File: src/rtl/count_mon_pkg.sv
// count_mon_pkg
//   Shared definitions for the count_monitor block: the tracking state
//   enumeration and the width / saturation limit of the error counter.
//   Optional feature macro used by the block: COUNT_MON_ERR_FIFO_EN.

package count_mon_pkg;

  localparam int ERR_CNT_W = 4;
  localparam logic [ERR_CNT_W-1:0] ERR_CNT_MAX = 4'd15;

  // IDLE : no reference value held
  // SYNC : reference held, counting direction not yet known
  // TRACK: direction known, every sample must be a +/-1 step
  typedef enum logic [1:0] {
    IDLE  = 2'd0,
    SYNC  = 2'd1,
    TRACK = 2'd2
  } mon_state_e;

endpackage

File: src/rtl/count_mon_fifo.sv
// count_mon_fifo
//   Small synchronous FIFO holding offending sample values for the
//   count_monitor error stream. The head entry is always presented on
//   valid_o/data_o; it leaves when valid_o and ready_i are both high.
//   A push into a full FIFO is dropped unless a pop happens in the same
//   cycle, in which case both succeed.
//   Only instantiated when COUNT_MON_ERR_FIFO_EN is defined.
//
// Ports
//   clk        : clock, rising edge
//   reset      : asynchronous active-high reset, empties the FIFO
//   push_i     : write pushData_i this cycle
//   pushData_i : value to store
//   ready_i    : consumer accepts the head entry
//   valid_o    : head entry present
//   data_o     : head entry value (zero when empty)

module count_mon_fifo #(
  parameter int W     = 8,
  parameter int DEPTH = 4
) (
  input  logic         clk,
  input  logic         reset,
  input  logic         push_i,
  input  logic [W-1:0] pushData_i,
  input  logic         ready_i,
  output logic         valid_o,
  output logic [W-1:0] data_o
);

  // DEPTH is a power of two, so the pointers wrap on their own
  localparam int AW = $clog2(DEPTH);

  logic [W-1:0]  mem_q [DEPTH];
  logic [AW-1:0] wrPtr_q;
  logic [AW-1:0] rdPtr_q;
  logic [AW:0]   count_q;
  logic          full;
  logic          pop;
  logic          pushOk;

  assign valid_o = (count_q != '0);
  assign full    = (count_q == (AW+1)'(DEPTH));
  assign pop     = valid_o & ready_i;
  assign pushOk  = push_i & (~full | pop);
  assign data_o  = valid_o ? mem_q[rdPtr_q] : '0;

  always_ff @(posedge clk or posedge reset) begin
    if (reset) begin
      wrPtr_q <= '0;
      rdPtr_q <= '0;
      count_q <= '0;
    end else begin
      if (pushOk) begin
        wrPtr_q <= wrPtr_q + 1'b1;
      end
      if (pop) begin
        rdPtr_q <= rdPtr_q + 1'b1;
      end
      case ({pushOk, pop})
        2'b10:   count_q <= count_q + 1'b1;
        2'b01:   count_q <= count_q - 1'b1;
        default: count_q <= count_q;
      endcase
    end
  end

  // Storage needs no reset: an entry is only read after it was written
  always_ff @(posedge clk) begin
    if (pushOk) begin
      mem_q[wrPtr_q] <= pushData_i;
    end
  end

endmodule

File: src/rtl/count_monitor.sv
// count_monitor
//   Watches the value bus of an up/down counter and checks that it only
//   ever moves by one step per accepted sample. It learns the direction,
//   reports lock, flags wrap-around steps and captures offending values
//   in an error store drained through a valid/ready stream.
//
//   Macro COUNT_MON_ERR_FIFO_EN: when defined the error store is a
//   FIFO_DEPTH-entry FIFO (count_mon_fifo); otherwise it is a single
//   register holding the first unpopped error.
//
// Ports
//   clk       : clock, rising edge
//   reset     : asynchronous active-high reset
//   ena       : monitor enable; low freezes state and suppresses wrap
//   cnt_in    : observed counter value
//   cnt_vld   : counter bus driven
//   ld_seen   : current sample comes from a counter load
//   cur_val   : last accepted sample
//   dir       : tracked direction (1 up, 0 down)
//   locked    : high while in TRACK
//   wrap      : one-cycle pulse on an accepted max->0 or 0->max step
//   err_cnt   : saturating error count
//   err_data  : oldest stored offending sample
//   err_valid : error store not empty
//   err_ready : consumer pops err_data

module count_monitor
  import count_mon_pkg::*;
#(
  parameter int DATA_W     = 8,
  parameter int LOAD_ALIGN = 3,
  parameter int FIFO_DEPTH = 4
) (
  input  logic                 clk,
  input  logic                 reset,
  input  logic                 ena,
  input  logic [DATA_W-1:0]    cnt_in,
  input  logic                 cnt_vld,
  input  logic                 ld_seen,
  output logic [DATA_W-1:0]    cur_val,
  output logic                 dir,
  output logic                 locked,
  output logic                 wrap,
  output logic [ERR_CNT_W-1:0] err_cnt,
  output logic [DATA_W-1:0]    err_data,
  output logic                 err_valid,
  input  logic                 err_ready
);

  localparam logic [DATA_W-1:0] LOAD_MASK = DATA_W'((64'd1 << LOAD_ALIGN) - 64'd1);
  localparam logic [DATA_W-1:0] MAX_VAL   = {DATA_W{1'b1}};

  if ((FIFO_DEPTH < 2) || ((FIFO_DEPTH & (FIFO_DEPTH - 1)) != 0)) begin : gBadDepth
    $error("count_monitor: FIFO_DEPTH must be a power of two >= 2");
  end

  mon_state_e             state_q, state_d;
  logic [DATA_W-1:0]      refVal_q, refVal_d;
  logic [DATA_W-1:0]      curVal_q, curVal_d;
  logic                   dir_q, dir_d;
  logic                   locked_q;
  logic                   wrap_q, wrap_d;
  logic [ERR_CNT_W-1:0]   errCnt_q;
  logic                   errPush;
  logic [DATA_W-1:0]      refPlus;
  logic [DATA_W-1:0]      refMinus;
  logic                   loadAligned;
  logic                   stepAccept;

  assign refPlus     = refVal_q + 1'b1;
  assign refMinus    = refVal_q - 1'b1;
  assign loadAligned = ((cnt_in & LOAD_MASK) == '0);

  // The reference is the value the next sample is compared against. It
  // follows every valid sample, including rejected ones, so tracking
  // resynchronises on whatever the counter shows after a glitch. cur_val
  // only follows samples that were accepted.
  always_comb begin
    state_d    = state_q;
    refVal_d   = refVal_q;
    curVal_d   = curVal_q;
    dir_d      = dir_q;
    wrap_d     = 1'b0;
    errPush    = 1'b0;
    stepAccept = 1'b0;

    if (ena) begin
      if (!cnt_vld) begin
        state_d = IDLE;
      end else if (ld_seen) begin
        state_d  = SYNC;
        refVal_d = cnt_in;
        if (loadAligned) begin
          curVal_d = cnt_in;
        end else begin
          errPush = 1'b1;
        end
      end else begin
        case (state_q)
          IDLE: begin
            state_d  = SYNC;
            refVal_d = cnt_in;
            curVal_d = cnt_in;
          end
          SYNC, TRACK: begin
            if (cnt_in == refPlus) begin
              stepAccept = 1'b1;
              dir_d      = 1'b1;
            end else if (cnt_in == refMinus) begin
              stepAccept = 1'b1;
              dir_d      = 1'b0;
            end else begin
              errPush  = 1'b1;
              state_d  = SYNC;
              refVal_d = cnt_in;
            end
            if (stepAccept) begin
              state_d  = TRACK;
              refVal_d = cnt_in;
              curVal_d = cnt_in;
              wrap_d   = ((refVal_q == MAX_VAL) && (cnt_in == '0)) ||
                         ((refVal_q == '0) && (cnt_in == MAX_VAL));
            end
          end
          default: state_d = IDLE;
        endcase
      end
    end
  end

  always_ff @(posedge clk or posedge reset) begin
    if (reset) begin
      state_q  <= IDLE;
      refVal_q <= '0;
      curVal_q <= '0;
      dir_q    <= 1'b1;
      locked_q <= 1'b0;
      wrap_q   <= 1'b0;
      errCnt_q <= '0;
    end else begin
      state_q  <= state_d;
      refVal_q <= refVal_d;
      curVal_q <= curVal_d;
      dir_q    <= dir_d;
      locked_q <= (state_d == TRACK);
      wrap_q   <= wrap_d;
      if (errPush && (errCnt_q != ERR_CNT_MAX)) begin
        errCnt_q <= errCnt_q + 1'b1;
      end
    end
  end

  assign cur_val = curVal_q;
  assign dir     = dir_q;
  assign locked  = locked_q;
  assign wrap    = wrap_q;
  assign err_cnt = errCnt_q;

`ifdef COUNT_MON_ERR_FIFO_EN

  count_mon_fifo #(
    .W     (DATA_W),
    .DEPTH (FIFO_DEPTH)
  ) uErrFifo (
    .clk        (clk),
    .reset      (reset),
    .push_i     (errPush),
    .pushData_i (cnt_in),
    .ready_i    (err_ready),
    .valid_o    (err_valid),
    .data_o     (err_data)
  );

`else

  logic              errHeld_q;
  logic [DATA_W-1:0] errHeldData_q;
  logic              errPop;

  assign errPop = errHeld_q & err_ready;

  // Single-entry store: keeps the first unpopped error. A new error in the
  // same cycle as a pop replaces the departing entry.
  always_ff @(posedge clk or posedge reset) begin
    if (reset) begin
      errHeld_q     <= 1'b0;
      errHeldData_q <= '0;
    end else if (errPush && (!errHeld_q || errPop)) begin
      errHeld_q     <= 1'b1;
      errHeldData_q <= cnt_in;
    end else if (errPop) begin
      errHeld_q     <= 1'b0;
      errHeldData_q <= '0;
    end
  end

  assign err_valid = errHeld_q;
  assign err_data  = errHeldData_q;

`endif

endmodule
File: config.mk
export PLATFORM = sky130hd
export DESIGN_NAME = count_monitor
export DESIGN_NICKNAME = d
export VERILOG_FILES = /design/src/rtl/count_mon_pkg.sv /design/src/rtl/count_mon_fifo.sv /design/src/rtl/count_monitor.sv
export SDC_FILE = /design/constraint.sdc
export NUM_CORES = 1
export LEC_CHECK = 0
export CAP_MARGIN = 5
export CELL_PAD_IN_SITES_DETAIL_PLACEMENT = 1
export CELL_PAD_IN_SITES_GLOBAL_PLACEMENT = 2
export CORE_MARGIN = 8
export CORE_UTILIZATION = 36
export CTS_CLUSTER_SIZE = 40
export DETAILED_ROUTE_END_ITERATION = 16
export GPL_ROUTABILITY_DRIVEN = 0
export GPL_TIMING_DRIVEN = 0
export PLACE_DENSITY_LB_ADDON = 0.1
export SYNTH_ARGS = -nofsm -noshare
export SYNTH_HDL_FRONTEND = slang
export SYNTH_SLANG_ARGS = --single-unit
File: constraint.sdc
create_clock -name clk -period 7.3 [get_ports clk]
set_input_delay 1.095 -clock clk [delete_from_list [all_inputs] [get_ports clk]]
set_output_delay 1.095 -clock clk [all_outputs]
set_load 0.03 [all_outputs]
==> results of run 1 <==
[cells by family after synthesis]
logic type               after synthesis  share of synthesized area
flip-flops                            34                     0.4299
AO/OA/AOI/OAI                         30                     0.1301
XOR/XNOR                              15                    0.07323
multiplexers                          17                     0.1117
adder cells (fa/ha/maj)                6                    0.03788
AND/OR/NAND/NOR                       60                     0.1755
buffers and inverters                 16                    0.04167
[layout by cell type (no fill, tap or decap), drive strengths merged, types with 3 or more instances in the layout]
cell type / n
a31oi: 4
dfrtp: 33
nor2b: 3
ha: 6
o21ai: 4
o31ai: 3
clkdlybuf4s50: 35
nand2b: 4
nand4: 5
clkbuf: 9
xor2: 5
a21oi: 3
inv: 6
nand2: 7
nor2: 8
nor3: 6
mux2: 17
nand3: 8
buf: 8
a32o: 8
xnor2: 9
[state kept, by name, indices dropped and copies added (netlist names)]
signal / flops
state_q: 2
wrap: 1
cur_val: 8
err_cnt: 4
refVal_q: 8
err_data: 8
dir: 1
err_valid: 1
locked: 1
[worst max-delay path, cell delays in order]
cell	delay, ps
clkdlybuf4s50_1	590
xnor2_1	170
or4_1	580
a2111oi_4	470
o31ai_2	230
or2_1	280
buf_6	150
mux2_4	300
[report_power, final]
part / internal [W] / switching [W]
Combinational: 0.000147 / 0.000167
Clock: 0.0000758 / 0.0000703
Sequential: 0.000231 / 0.0000382
Total: 0.000453 / 0.000275
[how the worst min path moves through the flow]
| stage | slack (ps) | from | cells after the start | to |
|---|---|---|---|---|
| global placement | 480 | err_data[2] | 1 | err_data[2] |
| global route | 540 | err_data[5] | 1 | err_data[5] |
| floorplan | 530 | state_q[0] | 2 | state_q[0] |
| CTS | 510 | err_data[7] | 1 | err_data[7] |
| detailed placement | 490 | err_data[7] | 1 | err_data[7] |
| finish | 500 | err_data[1] | 1 | err_data[1] |
[per-layer routing]
metal  track usage  vias to the layer above  part of all wire
met3       0.03325                        6             0.038
li1              -                      744                 -
met4       0.03467                        0             0.014
met2        0.2374                       33              0.52
met1        0.1512                      820              0.42
met5             0                        -                 0
[area by class of cell]
type / count / area [um^2] / area share
clock inverter: 2 / 12.51 / 0.004907
clock buffer: 6 / 82.58 / 0.03238
tap: 72 / 90.09 / 0.03533
sequential: 34 / 852.1 / 0.3342
multi-input combinational: 128 / 1047 / 0.4107
buffer: 9 / 56.30 / 0.02208
timing repair buffer: 37 / 382.9 / 0.1501
inverter: 7 / 26.28 / 0.01030
[per-stage QoR]
| step | area (um^2) | cells |
|---|---|---|
| floorplan | 1982 | 178 |
| global placement | 2422 | 285 |
| global route | 2550 | 295 |
| detailed placement | 2427 | 286 |
| CTS | 2522 | 294 |
| finish | 2550 | 295 |
==> flow_metrics.env, run 1 <==
export IMPL_antenna_cells=0
export IMPL_grt_pass1_wl_mm=8.921
export IMPL_total_power_w=0.0007285
export IMPL_overflow=0
export IMPL_status="finished, final reports clean"
export IMPL_final_nets=242
export IMPL_slew_viol_final=0
export IMPL_slew_headroom=0.5713
export IMPL_core_area_um2=5405
export IMPL_final_util=0.4718
export IMPL_endpoint_kind="flip-flop"
export IMPL_synthDistinctLibCells=50
export IMPL_grtUsageTotal=0.1321
export IMPL_cts_setup_buffers=0
export IMPL_syn_cell_area_um2=1982
export IMPL_start_util=0.3667
export IMPL_synth_fp_nets=198
export IMPL_p_leak_nw=1.059
export IMPL_synth_area_top_cells="dfrtp_1 (42%), mux2_4 (6.1%), mux2_2 (5.1%), a32o_1 (4.0%), xnor2_1 (4.0%)"
export IMPL_ys_warn_count=0
export IMPL_whs_ps=502.3
export IMPL_synth_main_ff_cell="dfrtp_1"
export IMPL_cts_tree="built"
export IMPL_post_route_min_period_ps=3716
export IMPL_async_flop_share=1.000
export IMPL_drt_initial_drc_count=52
export IMPL_h_tree_depth=2
export IMPL_postCtsHoldBufs=0
export IMPL_port_buffer_count=35
export IMPL_routedWlPerCell_um=17.32
export IMPL_dr_pass1_iters=4
export IMPL_antenna_found_initial=0
export IMPL_synth_edf_count=0
export IMPL_cp_max_fo=8
export IMPL_yosysMostFrequentCell="dfrtp_1"
export IMPL_worst_slew_pin_slew_ps=639.0
export IMPL_tns_ps=0
export IMPL_ys_seq_area_frac=0.4299
export IMPL_ios=38
export IMPL_grt_pass1_vias=1793
export IMPL_syn_instance_count=178
export IMPL_critPathKind="primary input to flip-flop"
export IMPL_die_x_um=90.20
export IMPL_r2r_cells=11
export IMPL_netlist_top_cells_count="dfrtp_1 (33), mux2_2 (9), xnor2_1 (9)"
export IMPL_ys_seq_elements=34
export IMPL_drt_total_wl_mm=5.110
export IMPL_pre_cts_slack_ps=3234
export IMPL_r2r_end="err_data[5]"
export IMPL_fill_cells=611
export IMPL_cp_endpoint="cur_val[0]"
export IMPL_rrSetupSlack_ps=4190
export IMPL_fmax_mhz=269.1
export IMPL_viasPerCell=5.434
export IMPL_setup_slack_ps=3584
export IMPL_dp_hpwl_mm=3.909
export IMPL_ctsResizeCount=0
export IMPL_vias=1603
export IMPL_min_period_over_period=0.5090
export IMPL_synth_top_area_frac=0.4167
export IMPL_drv_cap=0
export IMPL_hold_class="flip-flop to flip-flop"
export IMPL_die_h_um=90.20
export IMPL_power_density_nw_per_um2=285.7
export IMPL_synth_top_cell_by_area="dfrtp_1"
export IMPL_required_ps=7460
export IMPL_antenna_left=0
export IMPL_setup_viol=0
export IMPL_clk_pin_slew_worst_paths_ps=70
export IMPL_cts_path_max_buffers=2
export IMPL_cts_root_buf="clkbuf_8"
export IMPL_drc_errors=0
export IMPL_finalHoldViolations=0
export IMPL_r2r_start="refVal_q[0]"
export IMPL_crit_start="cnt_in[7]"
export IMPL_fin_skew_ps=7.612
export IMPL_synth_area_per_cell_um2=11.13
export IMPL_crit_path_start_kind="primary input"
export IMPL_cp_arrival_ps=3880
export IMPL_rsz0062_at_grt="no"
export IMPL_grt_max_degree=35
export IMPL_num_rows=27
export IMPL_cts_buffers=5
export IMPL_layout_drive_gt1_share=0.1749
export IMPL_clock_latency_ps=280
export IMPL_syn_to_final_growth_pct=28.66
export IMPL_floorplan_die_area_um2=8135
export IMPL_cts_sinks=34
export IMPL_ir_worst_vdd_mv=0.2043
Note: power is estimated with default switching activity, not from simulation.
==> run 2: changes to the inputs <==
- CORE_UTILIZATION: 36 -> 30
- clock period: 7.3 -> 3.3 ns (I/O delays scaled with it)
==> flow_metrics.env, run 2 (same netlist as run 1, synthesis figures left out) <==
export IMPL_cts_root_buf="clkbuf_8"
export IMPL_final_area_um2=2556
export IMPL_antenna_left=0
export IMPL_fmax_mhz=324.1
export IMPL_antenna_cells=0
export IMPL_grt_max_degree=20
export IMPL_power_density_nw_per_um2=626.5
export IMPL_slew_viol_final=0
export IMPL_status="finished, final reports clean"
export IMPL_drt_initial_drc_count=37
export IMPL_setup_slack_ps=214.8
export IMPL_syn_to_final_growth_pct=28.98
export IMPL_num_rows=29
export IMPL_total_power_w=0.001601
export IMPL_routedWlPerCell_um=17.61
export IMPL_grtUsageTotal=0.1125
export IMPL_clk_pin_slew_worst_paths_ps=80
export IMPL_viasPerCell=5.134
export IMPL_clock_latency_ps=300
export IMPL_grt_pass1_wl_mm=8.638
export IMPL_finalHoldViolations=0
export IMPL_hold_class="primary input to flip-flop"
export IMPL_required_ps=3490
export IMPL_cts_setup_buffers=0
export IMPL_worst_path_largest_cell_delay_ps=620
export IMPL_post_route_min_period_ps=3085
export IMPL_hold_end="cur_val[5]"
export IMPL_fin_skew_ps=10.70
export IMPL_place_inst=291
export IMPL_rrSetupSlack_ps=300
export IMPL_final_cell_mix="clkdlybuf4s50_1 (35), dfrtp_1 (33), xnor2_1 (9), mux2_2 (9)"
export IMPL_antenna_found_initial=0
export IMPL_final_common_cell="clkdlybuf4s50_1"
export IMPL_core_area_um2=6386
export IMPL_pre_cts_slack_ps=-163.1
export IMPL_cp_arrival_ps=3270
export IMPL_min_path_cells=2
export IMPL_ir_worst_vdd_mv=0.3843
export IMPL_endpoint_kind="flip-flop"
export IMPL_drv_cap=0
export IMPL_postCtsHoldBufs=0
export IMPL_hp_start="cnt_in[5]"
export IMPL_grt_pass1_vias=1655
export IMPL_crit_path_start_kind="primary input"
export IMPL_h_tree_depth=2
export IMPL_ios=38
export IMPL_min_period_over_period=0.9349
export IMPL_cts_sinks=34
export IMPL_overflow=0
export IMPL_final_nets=241
export IMPL_fill_cells=714
export IMPL_die_h_um=97.28
export IMPL_cts_tree="built"
export IMPL_drc_errors=0
export IMPL_start_util=0.3103
export IMPL_worst_slew_pin_slew_ps=882.7
export IMPL_cp_cell_sequence="clkdlybuf4s50_1, xnor2_1, or4_1, a2111oi_4, o31ai_4, and2_1, clkbuf_1, a32o_1"
export IMPL_placed_cell_area_um2=2461
export IMPL_layout_drive_gt1_share=0.1712
export IMPL_dp_hpwl_mm=4.050
export IMPL_p_leak_nw=1.060
export IMPL_final_cells=299
export IMPL_dr_pass1_iters=4
export IMPL_rsz0062_at_grt="no"
export IMPL_r2r_end="err_data[5]"
export IMPL_cp_max_fo=9
export IMPL_floorplan_die_area_um2=9463
export IMPL_cts_path_max_buffers=2
export IMPL_port_buffer_count=35
export IMPL_setup_viol=0
export IMPL_tns_ps=0
export IMPL_critPathKind="primary input to flip-flop"
export IMPL_r2r_cells=11
export IMPL_slew_headroom=0.4080
export IMPL_slowest_stage="clkdlybuf4s50_1"
export IMPL_cts_buffers=5
export IMPL_drt_total_wl_mm=5.265
export IMPL_vias=1535
export IMPL_r2r_start="refVal_q[0]"
export IMPL_die_x_um=97.28
-- run 2: worst max-delay path by stage --
| stage | startpoint | end | slack (ps) | cells after the start |
|---|---|---|---|---|
| 2_1_floorplan | cnt_in[5] | cur_val[0] | 550 | 9 |
| 3_3_place_gp | cnt_in[7] | cur_val[1] | -150 | 8 |
| 3_5_place_dp | cnt_in[3] | cur_val[4] | -160 | 9 |
| 4_1_cts | cnt_in[3] | err_data[0] | 140 | 9 |
| 5_1_grt | cnt_in[3] | err_data[4] | 20 | 9 |
| 6_report | cnt_in[7] | err_data[5] | 210 | 8 |
-- run 2: stage by stage --
| step | utilization | hold slack, ps |
|---|---|---|
| floorplan | - | 527.7 |
| global placement | 0.3803 | 480.0 |
| detailed placement | 0.3854 | 487.4 |
| CTS | 0.3989 | 482.6 |
| global route | 0.4003 | 480.5 |
| finish | 0.4003 | 479.6 |
-- run 2: per-layer routing --
layer	vias up	global-route usage	share of wire
met5	-	0	0
met4	0	0.03497	0.0091
met3	4	0.03841	0.047
met2	30	0.1828	0.49
met1	756	0.1361	0.45
li1	745	-	-
-- run 2: timing repair --
item,in CTS,in global routing
endpoints found under the setup margin,0,17
gates resized for setup,0,1
hold endpoints to repair,0,0
-- run 2: critical path, delay by kind of cell --
family	cells	cell delay (ps)
AO/OA/AOI/OAI	3	1010
XOR/XNOR	1	170
buffers and inverters	2	840
AND/OR/NAND/NOR	2	760
-- run 2: layout make-up --
class	count	area, um^2	share of cell area
plain buffers	9	56.30	0.02203
flip-flops and latches	34	852.1	0.3333
well taps	77	96.34	0.03769
clock inverters	2	13.76	0.005384
multi-input cells	128	1061	0.4151
clock buffers	6	72.57	0.02839
inverters	7	26.28	0.01028
repair buffers	36	377.9	0.1478
-- run 2: where the power goes --
| part | internal, W | switching (W) | total, W |
|---|---|---|---|
| logic | 0.000326 | 0.000370 | 0.000696 |
| clock network | 0.000149 | 0.000161 | 0.000310 |
| registers | 0.000511 | 0.0000850 | 0.000596 |
| total | 0.000985 | 0.000616 | 0.00160 |
==> run 3: changes to the inputs <==
- HOLD_SLACK_MARGIN: not set -> 0.1
- SETUP_SLACK_MARGIN: not set -> 0.4
==> flow_metrics.env, run 3 (same netlist as run 1, synthesis figures left out) <==
export IMPL_status="finished, final reports clean"
export IMPL_cp_arrival_ps=2930
export IMPL_grt_max_degree=20
export IMPL_min_period_over_period=0.8349
export IMPL_fmax_mhz=363.0
export IMPL_r2r_start="refVal_q[0]"
export IMPL_syn_to_final_growth_pct=33.02
export IMPL_drt_total_wl_mm=5.379
export IMPL_required_ps=3480
export IMPL_r2r_end="cur_val[6]"
export IMPL_h_tree_depth=2
export IMPL_antenna_left=0
export IMPL_drt_initial_drc_count=37
export IMPL_slew_viol_final=0
export IMPL_antenna_cells=0
export IMPL_fin_skew_ps=11.65
export IMPL_worst_slew_pin_slew_ps=890.6
export IMPL_slowest_stage="or4_1"
export IMPL_critPathKind="primary input to flip-flop"
export IMPL_crit_path_start_kind="primary input"
export IMPL_die_x_um=97.28
export IMPL_drv_cap=0
export IMPL_floorplan_die_area_um2=9463
export IMPL_fill_cells=716
export IMPL_port_buffer_count=35
export IMPL_final_cell_mix="dfrtp_1 (33), clkdlybuf4s50_1 (32), mux2_2 (9)"
export IMPL_final_nets=247
export IMPL_setup_viol=0
export IMPL_final_seq_area_um2=852.1
export IMPL_endpoint_kind="flip-flop"
export IMPL_final_common_cell="dfrtp_1"
export IMPL_slew_headroom=0.4027
export IMPL_ir_worst_vdd_mv=0.3683
export IMPL_hold_end="cur_val[5]"
export IMPL_r2r_cells=11
export IMPL_pre_cts_slack_ps=-163.1
export IMPL_cts_root_buf="clkbuf_8"
export IMPL_power_density_nw_per_um2=619.2
export IMPL_overflow=0
export IMPL_start_util=0.3103
export IMPL_num_rows=29
export IMPL_die_h_um=97.28
export IMPL_dp_hpwl_mm=4.050
export IMPL_cts_tree="built"
export IMPL_antenna_found_initial=0
export IMPL_min_path_cells=2
export IMPL_cts_buffers=5
export IMPL_post_route_min_period_ps=2755
export IMPL_dr_pass1_iters=4
export IMPL_cp_cell_sequence="dlygate4sd2_1, xnor2_1, or4_1, a2111oi_4, buf_4, o31ai_4, or2_1, buf_6, mux2_4"
export IMPL_p_leak_nw=1.122
export IMPL_drc_errors=0
export IMPL_routedWlPerCell_um=17.64
export IMPL_clk_pin_slew_worst_paths_ps=80
export IMPL_rsz0062_at_grt="no"
export IMPL_setup_slack_ps=544.8
export IMPL_grt_pass1_wl_mm=8.700
export IMPL_viasPerCell=5.118
export IMPL_finalHoldViolations=0
export IMPL_clock_latency_ps=300
export IMPL_layout_drive_gt1_share=0.2193
export IMPL_vias=1561
export IMPL_worst_path_largest_cell_delay_ps=570
export IMPL_core_area_um2=6386
export IMPL_cp_max_fo=8
export IMPL_grtUsageTotal=0.1131
export IMPL_rrSetupSlack_ps=550
export IMPL_hp_start="cnt_in[5]"
export IMPL_cts_path_max_buffers=2
export IMPL_tns_ps=0
export IMPL_hold_class="primary input to flip-flop"
export IMPL_ios=38
export IMPL_grt_pass1_vias=1673
export IMPL_multi_input_area_um2=1091
export IMPL_cts_sinks=34
## run 3: changes by cell type in the layout (fill, tap and decap cells not counted), moves of 2 or more
cell	change
dlymetal6s2s_1	+2
xnor2_2	+2
xnor2_1	-2
buf_4	+6
clkdlybuf4s50_1	-3
## run 3: routing by layer
layer | wire length (um) | vias up | global-route usage
li1 | - | 755 | -
met1 | 2452 | 778 | 0.1357
met2 | 2676 | 24 | 0.1854
met3 | 202 | 4 | 0.03841
met4 | 47 | 0 | 0.03497
met5 | 0 | - | 0
## run 3: power breakdown
group | total, W | internal [W] | leakage [nW] | switching (W)
Clock | 0.000313 | 0.000149 | 0.0452 | 0.000164
Combinational | 0.000722 | 0.000344 | 0.659 | 0.000379
Sequential | 0.000597 | 0.000510 | 0.418 | 0.0000868
## run 3: critical path, delay by kind of cell
kind	cells	cell delay [ps]
compound gates	2	460
xor+xnor	1	210
buf+inv	3	670
mux	1	290
simple gates	2	810
## run 3: area by class of cell
cell class | count | area share
Multi-Input combinational cell | 128 | 0.4139
Inverter | 7 | 0.009967
Sequential cell | 34 | 0.3232
Buffer | 9 | 0.02183
Clock inverter | 2 | 0.005221
Tap cell | 77 | 0.03654
Timing Repair Buffer | 42 | 0.1618
Clock buffer | 6 | 0.02753
## run 3: how the worst max path moves through the flow
stage	from	endpoint
floorplan	cnt_in[5]	cur_val[0]
global placement	cnt_in[7]	cur_val[1]
detailed placement	cnt_in[3]	cur_val[4]
CTS	refVal_q[0]	cur_val[2]
global route	refVal_q[0]	cur_val[6]
finish	cnt_in[7]	cur_val[6]
## run 3: per-stage QoR
step	total power [W]	hold slack [ps]	instance area, um^2	std cells	utilization
finish	0.001632	480.1	2636	305	0.4128
global route	0.001731	480.5	2636	305	0.4128
CTS	0.001638	482.6	2594	302	0.4062
detailed placement	0.001307	487.4	2461	291	0.3854
global placement	0.001283	480.0	2429	290	0.3803
floorplan	0.001042	527.7	1982	178	-
## run 3: repair_timing
item | in CTS | in global routing
gates resized for setup | 5 | 8
endpoints found under the hold margin | 0 | 0
endpoints found under the setup margin | 19 | 18
hold buffers | 0 | 0
pin swaps | 3 | 2
gates cloned | 0 | 0
buffers inserted | 3 | 3
